$ cat src/rtl/bit6alu_result_collector_if.sv
// ---------------------------------------------------------------------------
// bit6alu_result_collector_if
// Purpose : bundles the ALU capture bus and the record read port of the
//           6-bit ALU result collector.
// Signals :
//   cap_valid        ALU outputs valid this cycle
//   r1_in, r2_in     ALU register outputs (W bits)
//   mux1_in          ALU mux1 output (W bits)
//   mux2_in          ALU mux2 output
//   sum_in, cout_in  full-adder sum / carry out
//   sel_in           {Opt[1:0],Opt2,C[1:0]} for this sample
//   rd_valid         record available
//   rd_ready         consumer accepts rd_data
//   rd_data          packed record {sel,cout,sum,mux2,mux1,r2,r1}
// Modports: master = stimulus/consumer side, slave = collector side.
// ---------------------------------------------------------------------------
interface bit6alu_result_collector_if #(
   parameter int W = 6
);
   localparam int RW = 3 * W + 8;

   logic          cap_valid;
   logic [W-1:0]  r1_in;
   logic [W-1:0]  r2_in;
   logic [W-1:0]  mux1_in;
   logic          mux2_in;
   logic          sum_in;
   logic          cout_in;
   logic [4:0]    sel_in;
   logic          rd_valid;
   logic          rd_ready;
   logic [RW-1:0] rd_data;

   modport master (
      output cap_valid, r1_in, r2_in, mux1_in, mux2_in, sum_in, cout_in, sel_in,
      output rd_ready,
      input  rd_valid, rd_data
   );

   modport slave (
      input  cap_valid, r1_in, r2_in, mux1_in, mux2_in, sum_in, cout_in, sel_in,
      input  rd_ready,
      output rd_valid, rd_data
   );
endinterface

$ cat src/rtl/bit6alu_result_collector.sv
// ---------------------------------------------------------------------------
// bit6alu_result_collector
// Purpose : samples the 6-bit ALU result outputs on a capture strobe, packs
//           each sample with its operation select into a record and buffers
//           it in a first-word-fall-through FIFO drained over valid/ready.
//           An IDLE/RUN/DONE FSM bounds each capture run to len_in samples.
// Optional: define BIT6ALU_COLLECT_SIG_EN to build a MISR signature over all
//           written records; otherwise sig_out is tied to 0.
// Ports   :
//   clk       rising-edge clock
//   reset     synchronous active-high reset
//   arm       pulse: start/restart a run of len_in samples (0 = unbounded)
//   len_in    samples per run
//   clear     synchronous flush of FIFO, counters, FSM and overflow
//   bus       capture bus + read port (slave modport)
//   count     records stored
//   full      count == DEPTH
//   overflow  sticky: a sample was dropped because the FIFO was full
//   busy      FSM in RUN
//   done      FSM in DONE
//   sig_out   result signature
// ---------------------------------------------------------------------------
module bit6alu_result_collector #(
   parameter int W     = 6,
   parameter int DEPTH = 8
) (
   input  logic                           clk,
   input  logic                           reset,
   input  logic                           arm,
   input  logic [7:0]                     len_in,
   input  logic                           clear,
   bit6alu_result_collector_if.slave      bus,
   output logic [$clog2(DEPTH):0]         count,
   output logic                           full,
   output logic                           overflow,
   output logic                           busy,
   output logic                           done,
   output logic [3*W+7:0]                 sig_out
);
   localparam int RW = 3 * W + 8;
   localparam int AW = $clog2(DEPTH);
   localparam int CW = AW + 1;

   typedef enum logic [1:0] {IDLE, RUN, DONE} state_t;

   state_t        state;
   logic [7:0]    remain;
   logic [RW-1:0] mem [DEPTH];
   logic [AW-1:0] wr_ptr;
   logic [AW-1:0] rd_ptr;
   logic [RW-1:0] record;
   logic          sample;
   logic          rd_fire;
   logic          wr_fire;
   logic          drop;

   assign record = {bus.sel_in, bus.cout_in, bus.sum_in, bus.mux2_in,
                    bus.mux1_in, bus.r2_in, bus.r1_in};

   assign bus.rd_valid = (count != '0);
   assign bus.rd_data  = mem[rd_ptr];
   assign full         = (count == CW'(DEPTH));

   // clear and arm take precedence over the capture/read traffic of that cycle
   assign sample  = (state == RUN) && bus.cap_valid && !arm && !clear;
   assign rd_fire = bus.rd_valid && bus.rd_ready && !clear;
   // a full FIFO still accepts a write when a slot is freed on the same edge
   assign wr_fire = sample && (!full || rd_fire);
   assign drop    = sample && full && !rd_fire;

   // FIFO storage, pointers and occupancy
   always_ff @(posedge clk) begin
      if (reset) begin
         wr_ptr   <= '0;
         rd_ptr   <= '0;
         count    <= '0;
         overflow <= 1'b0;
         // storage is zeroed so rd_data is defined before the first write
         for (int i = 0; i < DEPTH; i++) begin
            mem[i] <= '0;
         end
      end else if (clear) begin
         wr_ptr   <= '0;
         rd_ptr   <= '0;
         count    <= '0;
         overflow <= 1'b0;
      end else begin
         if (wr_fire) begin
            mem[wr_ptr] <= record;
            wr_ptr      <= wr_ptr + 1'b1;
         end
         if (rd_fire) begin
            rd_ptr <= rd_ptr + 1'b1;
         end
         if (wr_fire && !rd_fire) begin
            count <= count + 1'b1;
         end else if (rd_fire && !wr_fire) begin
            count <= count - 1'b1;
         end
         if (drop) begin
            overflow <= 1'b1;
         end
      end
   end

   // Run-control FSM. remain==0 while in RUN can only mean an unbounded run,
   // because a bounded run leaves RUN on the sample that takes it from 1 to 0.
   always_ff @(posedge clk) begin
      if (reset || clear) begin
         state  <= IDLE;
         remain <= '0;
         busy   <= 1'b0;
         done   <= 1'b0;
      end else if (arm) begin
         state  <= RUN;
         remain <= len_in;
         busy   <= 1'b1;
         done   <= 1'b0;
      end else if (sample) begin
         if (remain == 8'd1) begin
            state  <= DONE;
            remain <= '0;
            busy   <= 1'b0;
            done   <= 1'b1;
         end else if (remain != '0) begin
            remain <= remain - 8'd1;
         end
      end
   end

`ifdef BIT6ALU_COLLECT_SIG_EN
   logic [RW-1:0] sig;
   logic          fb;

   assign fb = sig[RW-1] ^ sig[5] ^ sig[1] ^ sig[0];

   always_ff @(posedge clk) begin
      if (reset || clear || arm) begin
         sig <= '0;
      end else if (wr_fire) begin
         sig <= {sig[RW-2:0], fb} ^ record;
      end
   end

   assign sig_out = sig;
`else
   assign sig_out = '0;
`endif

endmodule

$ cat src/flat_wrapper.sv
// flat-port wrapper written by rule: the top's interface ports become plain ports
module bit6alu_result_collector_flat 
#(
   parameter int W     = 6,
   parameter int DEPTH = 8
)
  (clk, reset, arm, len_in, clear, count, full, overflow, busy, done, sig_out, bus_cap_valid, bus_r1_in, bus_r2_in, bus_mux1_in, bus_mux2_in, bus_sum_in, bus_cout_in, bus_sel_in, bus_rd_ready, bus_rd_valid, bus_rd_data);
  bit6alu_result_collector_if #(.W(W)) bus_i ();
  input  logic clk;
  input  logic reset;
  input  logic arm;
  input  logic [7:0] len_in;
  input  logic clear;
  output logic [$clog2(DEPTH):0] count;
  output logic full;
  output logic overflow;
  output logic busy;
  output logic done;
  output logic [3*W+7:0] sig_out;
  input wire logic [$bits(bus_i.cap_valid)-1:0] bus_cap_valid;
  input wire logic [$bits(bus_i.r1_in)-1:0] bus_r1_in;
  input wire logic [$bits(bus_i.r2_in)-1:0] bus_r2_in;
  input wire logic [$bits(bus_i.mux1_in)-1:0] bus_mux1_in;
  input wire logic [$bits(bus_i.mux2_in)-1:0] bus_mux2_in;
  input wire logic [$bits(bus_i.sum_in)-1:0] bus_sum_in;
  input wire logic [$bits(bus_i.cout_in)-1:0] bus_cout_in;
  input wire logic [$bits(bus_i.sel_in)-1:0] bus_sel_in;
  input wire logic [$bits(bus_i.rd_ready)-1:0] bus_rd_ready;
  output wire logic [$bits(bus_i.rd_valid)-1:0] bus_rd_valid;
  output wire logic [$bits(bus_i.rd_data)-1:0] bus_rd_data;
  assign bus_i.cap_valid = bus_cap_valid;
  assign bus_i.r1_in = bus_r1_in;
  assign bus_i.r2_in = bus_r2_in;
  assign bus_i.mux1_in = bus_mux1_in;
  assign bus_i.mux2_in = bus_mux2_in;
  assign bus_i.sum_in = bus_sum_in;
  assign bus_i.cout_in = bus_cout_in;
  assign bus_i.sel_in = bus_sel_in;
  assign bus_i.rd_ready = bus_rd_ready;
  assign bus_rd_valid = bus_i.rd_valid;
  assign bus_rd_data = bus_i.rd_data;
  bit6alu_result_collector #(.W(W), .DEPTH(DEPTH)) u_core (.clk(clk), .reset(reset), .arm(arm), .len_in(len_in), .clear(clear), .bus(bus_i), .count(count), .full(full), .overflow(overflow), .busy(busy), .done(done), .sig_out(sig_out));
endmodule
$ cat config.mk
export PLATFORM = sky130hd
export DESIGN_NAME = bit6alu_result_collector_flat
export DESIGN_NICKNAME = d
export VERILOG_FILES = /design/src/rtl/bit6alu_result_collector_if.sv /design/src/rtl/bit6alu_result_collector.sv /design/src/flat_wrapper.sv
export SDC_FILE = /design/constraint.sdc
export NUM_CORES = 1
export LEC_CHECK = 0
export BUFFER_PORTS_ARGS = -buffer_cell sky130_fd_sc_hd__buf_2
export CORE_MARGIN = 4
export CORE_UTILIZATION = 34
export DETAILED_ROUTE_END_ITERATION = 10
export PLACE_DENSITY_LB_ADDON = 0.25
export SYNTH_ARGS = -nofsm -noshare
export SYNTH_HDL_FRONTEND = slang
export SYNTH_SLANG_ARGS = --single-unit
$ cat constraint.sdc
create_clock -name clk -period 5.1 [get_ports clk]
set_clock_uncertainty 0.15 [all_clocks]
set_input_delay 1.02 -clock clk [delete_from_list [all_inputs] [get_ports clk]]
set_output_delay 1.02 -clock clk [all_outputs]
set_load 0.01 [all_outputs]
# Yosys cells after proc, flatten, opt, wreduce, memory -nomap -nowiden
# Memory sizes are Yosys's and may differ from the RTL's. A register that Yosys moved wholly into a read port is not among the register bits.
# Cells that the tools add are included.
# totals
elab_cells,69
ram_bits,208
in_bits,40
n_memories,1
register_bits,22
out_inout_bits,61
# mem_list
memory,words,word_bits,rd,rd_clocked_by_memory_dff,wr,line_no,text
u_core.mem,8,26,1,1,8,bit6alu_result_collector.sv:48,logic [RW-1:0] mem [DEPTH];
# classes
n_addsub,5
muxes,23
reduce_logical,29
n_eq_ne,3
# op_table
operator,count
$mux 8,4
$mux 26,1
$reduce_or 26->1,1
$mux 1,13
$logic_and 1x1->1,10
$mux 3,3
$eq 8x1->1 const B,1
$mux 4,2
$reduce_bool 8->1,1
$sub 8x1->8 const B,1
$add 3x1->3 const B,2
$reduce_and 2->1,3
$reduce_bool 2->1,3
$logic_not 1->1,5
$add 4x1->4 const B,1
$eq 4x4->1 const B,1
$reduce_bool 4->1,1
$reduce_or 2->1,2
$sub 4x1->4 const B,1
$reduce_bool 3->1,1
$eq 2x1->1 const B,1
$logic_or 1x1->1,2

# Logic depth before layout (Yosys ltp)
# Gate-level depths: netlist (run 1).
# depth
word_depth,11
depth_mapped,10
depth_no_buf,10

# Worst setup path before layout (run 1)
# OpenSTA, ideal clock, no wires.
# synth_path
path_kind,in2reg
startpoint,input port arm
endpoint,"memory u_core.mem[0][0] in the netlist's numbering, enable pin"
slack_ns,1.862
arrival_time_ns,2.704
required_time_ns,4.566
path_buffers,0
path_stages,4
path_cell_list,nor4b_4 > o211ai_4 > nor4b_4 > or2_1
# synth_rtl
item,line_no,text
"start, declared",flat_wrapper.sv:11,input logic arm;
"end, declared",bit6alu_result_collector.sv:48,

==> results.yml, run 1 <==
sta:
  rsz0062_at_grt: "no"
  tightest_slew_ns: 0.9346
  hold_viol_final: 0
  min_period_over_period: 0.7672
  period_needed_ns: 3.913
  fin_tns_setup_ns: 0
  slew_viol_final: 0
  setup_ws_ns: 1.187
  setup_viol: 0
  max_slew_margin: 0.3688
  fmax_mhz: 255.6
floorplanning:
  die_h_um: 186.6
  rows: 65
  fp.dieArea_um2: 34820
  num_io_pins: 101
  core-area_um2: 31470
  initial_core_util: 0.3446
  die_w_um: 186.6
detailed_routing:
  ant_nets: 0
  vias: 5949
  drc: 0
  vias_per_cell: 4.864
  dr.pass1.iters: 4
  drt_wl_total_um: 25050
  drtIter0Drc: 420
  routedWlPerCell_um: 20.48
synth:
  syn_area_um2: 10850
  netlist.top_cell.by_area: "edfxtp_1"
  synth_area_per_cell_um2: 14.92
  syn_inst: 727
  seq_area_frac_synth: 0.6202
  synth-edff-count: 208
  async_reset_ff_frac: 0
  synth-seq-cells: 232
  ys_top_cells_by_area: "edfxtp_1, and2_1, mux4_2, dfxtp_1, mux2_2"
  synth.distinct_cells: 57
  synth_commonest_cells: "and2_1, edfxtp_1, mux4_2"
  yosysWarnings: 0
  synth.most_common_cell: "and2_1"
  synth_flop_cell: "edfxtp_1"
  yosysTopAreaCellShare: 0.5759
critical_path:
  crit_path_start_kind: "flop"
  cp_data_required_time_ns: 3.93
  crit_fanout: 27
  criticalPathCategory: "reg2out"
  crit_arrival_ns: 2.74
  cp-end-kind: "output port"
clock_network:
  h-tree-depth: 1
  cts_sinks: 232
  cts_max_path_buffers: 3
  clk_latency_ns: 0.52
  root_buffer: "clkbuf_16"
  post_cts_buffers: 0
  path_clk_slew_ns: 0.06
  cts_tree: "built"
  cts_hold_buf: 0
  cts_made_buffers: 26
  cts_resized: 0
run_status:
  status: "complete, no violations"
global_route:
  grt_pass1_wl_um: 39100
  grt_pass1_vias: 6247
  antenna_found_initial: 2
  grtUsageTotal: 0.1439
  overflow: 0
  grt_max_degree: 35
power_and_ir_drop:
  swShare: 0.2203
  clkPwrFrac: 0.421
  ir_drop_mv: 0.2056
  seqPwrFrac: 0.532
  leakage_nw: 4.605
  p_per_area_nw_per_um2: 326.9
  combPwrFrac: 0.048
  p_switching_w: 0.0008895
  p_int_w: 0.003148
placement:
  placed_cells: 1176
  place_congestion: 0.7732
  io_buffers: 74
  detailed_place_hpwl_um: 16370
  place_area_um2: 11580
  dp_slack_ns: 1.132
cells_and_area:
  area_growth_pct: 13.89
  fillers: 2933
  drive_above_1_share: 0.2732
  layout.cells.non_filler: 1223
  nets: 850
  final_area_um2: 12350
flow_run:
  max-cap-violations: 0
min_path:
  hold_class: "reg2reg"
[routing by layer]
layer | global-route usage | vias to the layer above | share of wire
met2 | 0.2263 | 126 | 0.47
met3 | 0.02151 | 27 | 0.040
li1 | - | 2770 | -
met1 | 0.2152 | 3026 | 0.48
met5 | 0 | - | 0
met4 | 0.02702 | 0 | 0.015
[worst paths after layout]
kind,cells past startpoint,slack (ns),startpoint,end
min,2,0.33,u_core.overflow$_SDFFE_PP0P_,u_core.overflow$_SDFFE_PP0P_
max,4,1.19,flop,bus_rd_data[2]
max reg2reg,10,1.97,u_core.count[0]$_SDFFE_PP0P_,u_core.count[3]$_SDFFE_PP0P_
min reg2reg,2,0.33,u_core.overflow$_SDFFE_PP0P_,u_core.overflow$_SDFFE_PP0P_
[placed cells by master, fill, tap and decap left out, drive strengths merged, types with 5 or more instances in the layout]
| master | instances |
|---|---|
| or2 | 11 |
| a21oi | 9 |
| buf | 86 |
| mux2i | 5 |
| nor2 | 27 |
| mux4 | 52 |
| nor3 | 5 |
| dfxtp | 24 |
| o21ai | 5 |
| inv | 10 |
| nand2 | 13 |
| mux2 | 26 |
| ha | 7 |
| conb | 26 |
| and2 | 210 |
| edfxtp | 208 |
| clkbuf | 32 |
| clkinv | 12 |
[state kept, by name (all words and copies together) (netlist names), named ones only]
| register | cells |
|---|---|
| u_core.busy | 1 |
| u_core.count | 4 |
| u_core.done | 1 |
| u_core.mem | 208 |
| u_core.overflow | 1 |
| u_core.rd_ptr | 3 |
| u_core.remain | 8 |
| u_core.wr_ptr | 3 |
[power by group through the flow]
stage / Sequential, W / Clock [W] / Combinational [W]
floorplan: 0.00217 / 0 / 0.000124
global placement: 0.00219 / 0 / 0.000195
detailed placement: 0.00219 / 0 / 0.000196
CTS: 0.00215 / 0.00174 / 0.000196
global route: 0.00215 / 0.00182 / 0.000213
finish: 0.00215 / 0.00170 / 0.000193
[cell type report]
| cell class | count | area, µm² | area share |
|---|---|---|---|
| Clock inverter | 14 | 77.57 | 0.006280 |
| Multi-Input combinational cell | 446 | 3845 | 0.3113 |
| Clock buffer | 32 | 693.2 | 0.05612 |
| Tap cell | 402 | 503.0 | 0.04072 |
| Inverter | 10 | 37.54 | 0.003039 |
| Timing Repair Buffer | 86 | 460.4 | 0.03728 |
| Sequential cell | 232 | 6733 | 0.5451 |
| Antenna cell | 1 | 2.502 | 0.0002026 |
[critical path, cell delays in order, from the launching register on]
cell,delay [ns]
dfxtp_2,0.80
buf_4,0.51
mux4_2,0.43
mux2_2,0.32
buf_2,0.15
[through the flow]
stage / hold WS, ns / total power (W) / utilization
3_5_place_dp: 0.3140 / 0.002383 / 0.3679
3_3_place_gp: 0.3038 / 0.002381 / 0.3679
5_1_grt: 0.3482 / 0.004187 / 0.3924
6_report: 0.3252 / 0.004038 / 0.3924
2_1_floorplan: 0.3128 / 0.002297 / -
4_1_cts: 0.3282 / 0.004086 / 0.3924
[cells by family (layout without fill, tap and decap cells)]
family	count (synthesis)	in the layout	synth area share
AO/OA/AOI/OAI	40	40	0.02757
multiplexers	83	83	0.1396
AND/OR/NAND/NOR	284	284	0.1627
flip-flops	232	232	0.6202
other	1	27	0.0003458
adder cells (fa/ha/maj)	8	8	0.009921
XOR/XNOR	5	5	0.004039
buffers and inverters	74	142	0.03565
Power figures use the tool's default switching activity.
==> inputs of run 2 (changes only) <==
Clock period 5.1 ns to 3.8 ns, I/O delays scaled along.
==> results.yml, run 2 (synthesized netlist as in run 1, its figures left out) <==
global_route:
  grt_pass1_wl_um: 38260
  grt_max_degree: 53
  antenna_found_initial: 3
  grt_pass1_vias: 6330
  overflow: 0
  grtUsageTotal: 0.1397
clock_network:
  cts_made_buffers: 26
  h-tree-depth: 1
  cts_tree: "built"
  post_cts_buffers: 0
  cts_sinks: 232
  cts_hold_buf: 0
  path_clk_slew_ns: 0.06
  clk_latency_ns: 0.51
  cts_resized: 0
  cts_max_path_buffers: 3
  root_buffer: "clkbuf_16"
cells_and_area:
  layout.cells.non_filler: 1231
  reg.largest.list: "u_core.mem (208), u_core.remain (8), u_core.count (4)"
  ff_latch_area_um2: 6733
  nets: 859
  area_growth_pct: 15.25
  drive_above_1_share: 0.2769
  fillers: 2885
  largest_register_ffs: 208
  largest_register: "u_core.mem"
  multiInputGateArea_um2: 3845
  fin_util: 0.3971
  layout_commonest_cell: "and2_1"
  mostFrequentLayoutCells: "and2_1, edfxtp_1, buf_2, mux4_2, clkbuf_16"
power_and_ir_drop:
  p_per_area_nw_per_um2: 431.1
  ir_drop_mv: 0.2826
  power.total_w: 0.005389
  leakage_nw: 4.673
sta:
  tightest_slew_ns: 0.8972
  period_needed_ns: 3.218
  min_period_over_period: 0.8469
  setup_viol: 0
  max_slew_margin: 0.3940
  fmax_mhz: 310.7
  fin_tns_setup_ns: 0
  rsz0062_at_grt: "no"
  slew_viol_final: 0
  hold_viol_final: 0
floorplanning:
  die_w_um: 186.6
  rows: 65
  fp.dieArea_um2: 34820
  initial_core_util: 0.3446
  die_h_um: 186.6
  core-area_um2: 31470
  num_io_pins: 101
placement:
  io_buffers: 74
  detailed_place_hpwl_um: 14120
  place_congestion: 0.7809
  placed_cells: 1185
run_status:
  status: "complete, no violations"
detailed_routing:
  drc: 0
  vias: 5992
  dr.pass1.iters: 6
  ant_nets: 0
  routedWlPerCell_um: 20.18
  drt_wl_total_um: 24850
  drtIter0Drc: 393
  vias_per_cell: 4.868
critical_path:
  crit_path_start_kind: "flop"
  crit_fanout: 52
  criticalPathCategory: "reg2out"
  cp_data_required_time_ns: 2.89
  crit_arrival_ns: 2.31
  cp-end-kind: "output port"
  r2r_cells: 10
flow_run:
  max-cap-violations: 0
min_path:
  min_delay_path_depth: 2
  hold_class: "reg2reg"
[run 2: worst paths after layout]
check / end / slack [ns] / start
worst max-delay path: bus_rd_data[3] / 0.58 / flop
worst min-delay path: u_core.overflow$_SDFFE_PP0P_ / 0.34 / u_core.overflow$_SDFFE_PP0P_
worst max register to register: u_core.count[3]$_SDFFE_PP0P_ / 0.65 / u_core.count[0]$_SDFFE_PP0P_
worst min register to register: u_core.overflow$_SDFFE_PP0P_ / 0.34 / u_core.overflow$_SDFFE_PP0P_
[run 2: layout make-up]
| cell class | count | area share |
|---|---|---|
| Inverter | 10 | 0.003003 |
| Clock inverter | 9 | 0.003403 |
| Clock buffer | 35 | 0.05646 |
| Antenna cell | 2 | 0.0004004 |
| Tap cell | 402 | 0.04024 |
| Multi-Input combinational cell | 446 | 0.3076 |
| Sequential cell | 232 | 0.5386 |
| Timing Repair Buffer | 95 | 0.05025 |
[run 2: metal layers]
| metal | routed length [µm] | share of wire | GRT usage |
|---|---|---|---|
| met1 | 10960 | 0.44 | 0.1930 |
| met2 | 12070 | 0.49 | 0.2339 |
| met3 | 1403 | 0.056 | 0.02394 |
| met4 | 403 | 0.016 | 0.02958 |
| met5 | 13 | 0.00052 | 0 |
[run 2: stage by stage]
stage / hold WS (ns) / setup WS (ns) / area, µm²
4_1_cts: 0.3327 / 0.5105 / 12490
3_3_place_gp: 0.3069 / 0.5907 / 11750
3_5_place_dp: 0.3106 / 0.5701 / 11750
2_1_floorplan: 0.3128 / 0.8223 / 10940
6_report: 0.3435 / 0.5818 / 12500
5_1_grt: 0.3644 / 0.4581 / 12490
[run 2: worst max-delay path, cell delays in order (launching register included)]
cell	delay, ns
dfxtp_4	0.35
buf_12	0.38
mux4_2	0.59
mux2_2	0.30
buf_2	0.14
[run 2: power by group]
| part | switching, W | leakage [nW] | internal [W] | total (W) |
|---|---|---|---|---|
| Combinational | 0.000168 | 1.96 | 0.000102 | 0.000270 |
| Sequential | 0.0000252 | 2.35 | 0.00285 | 0.00287 |
| Clock | 0.000957 | 0.366 | 0.00129 | 0.00225 |
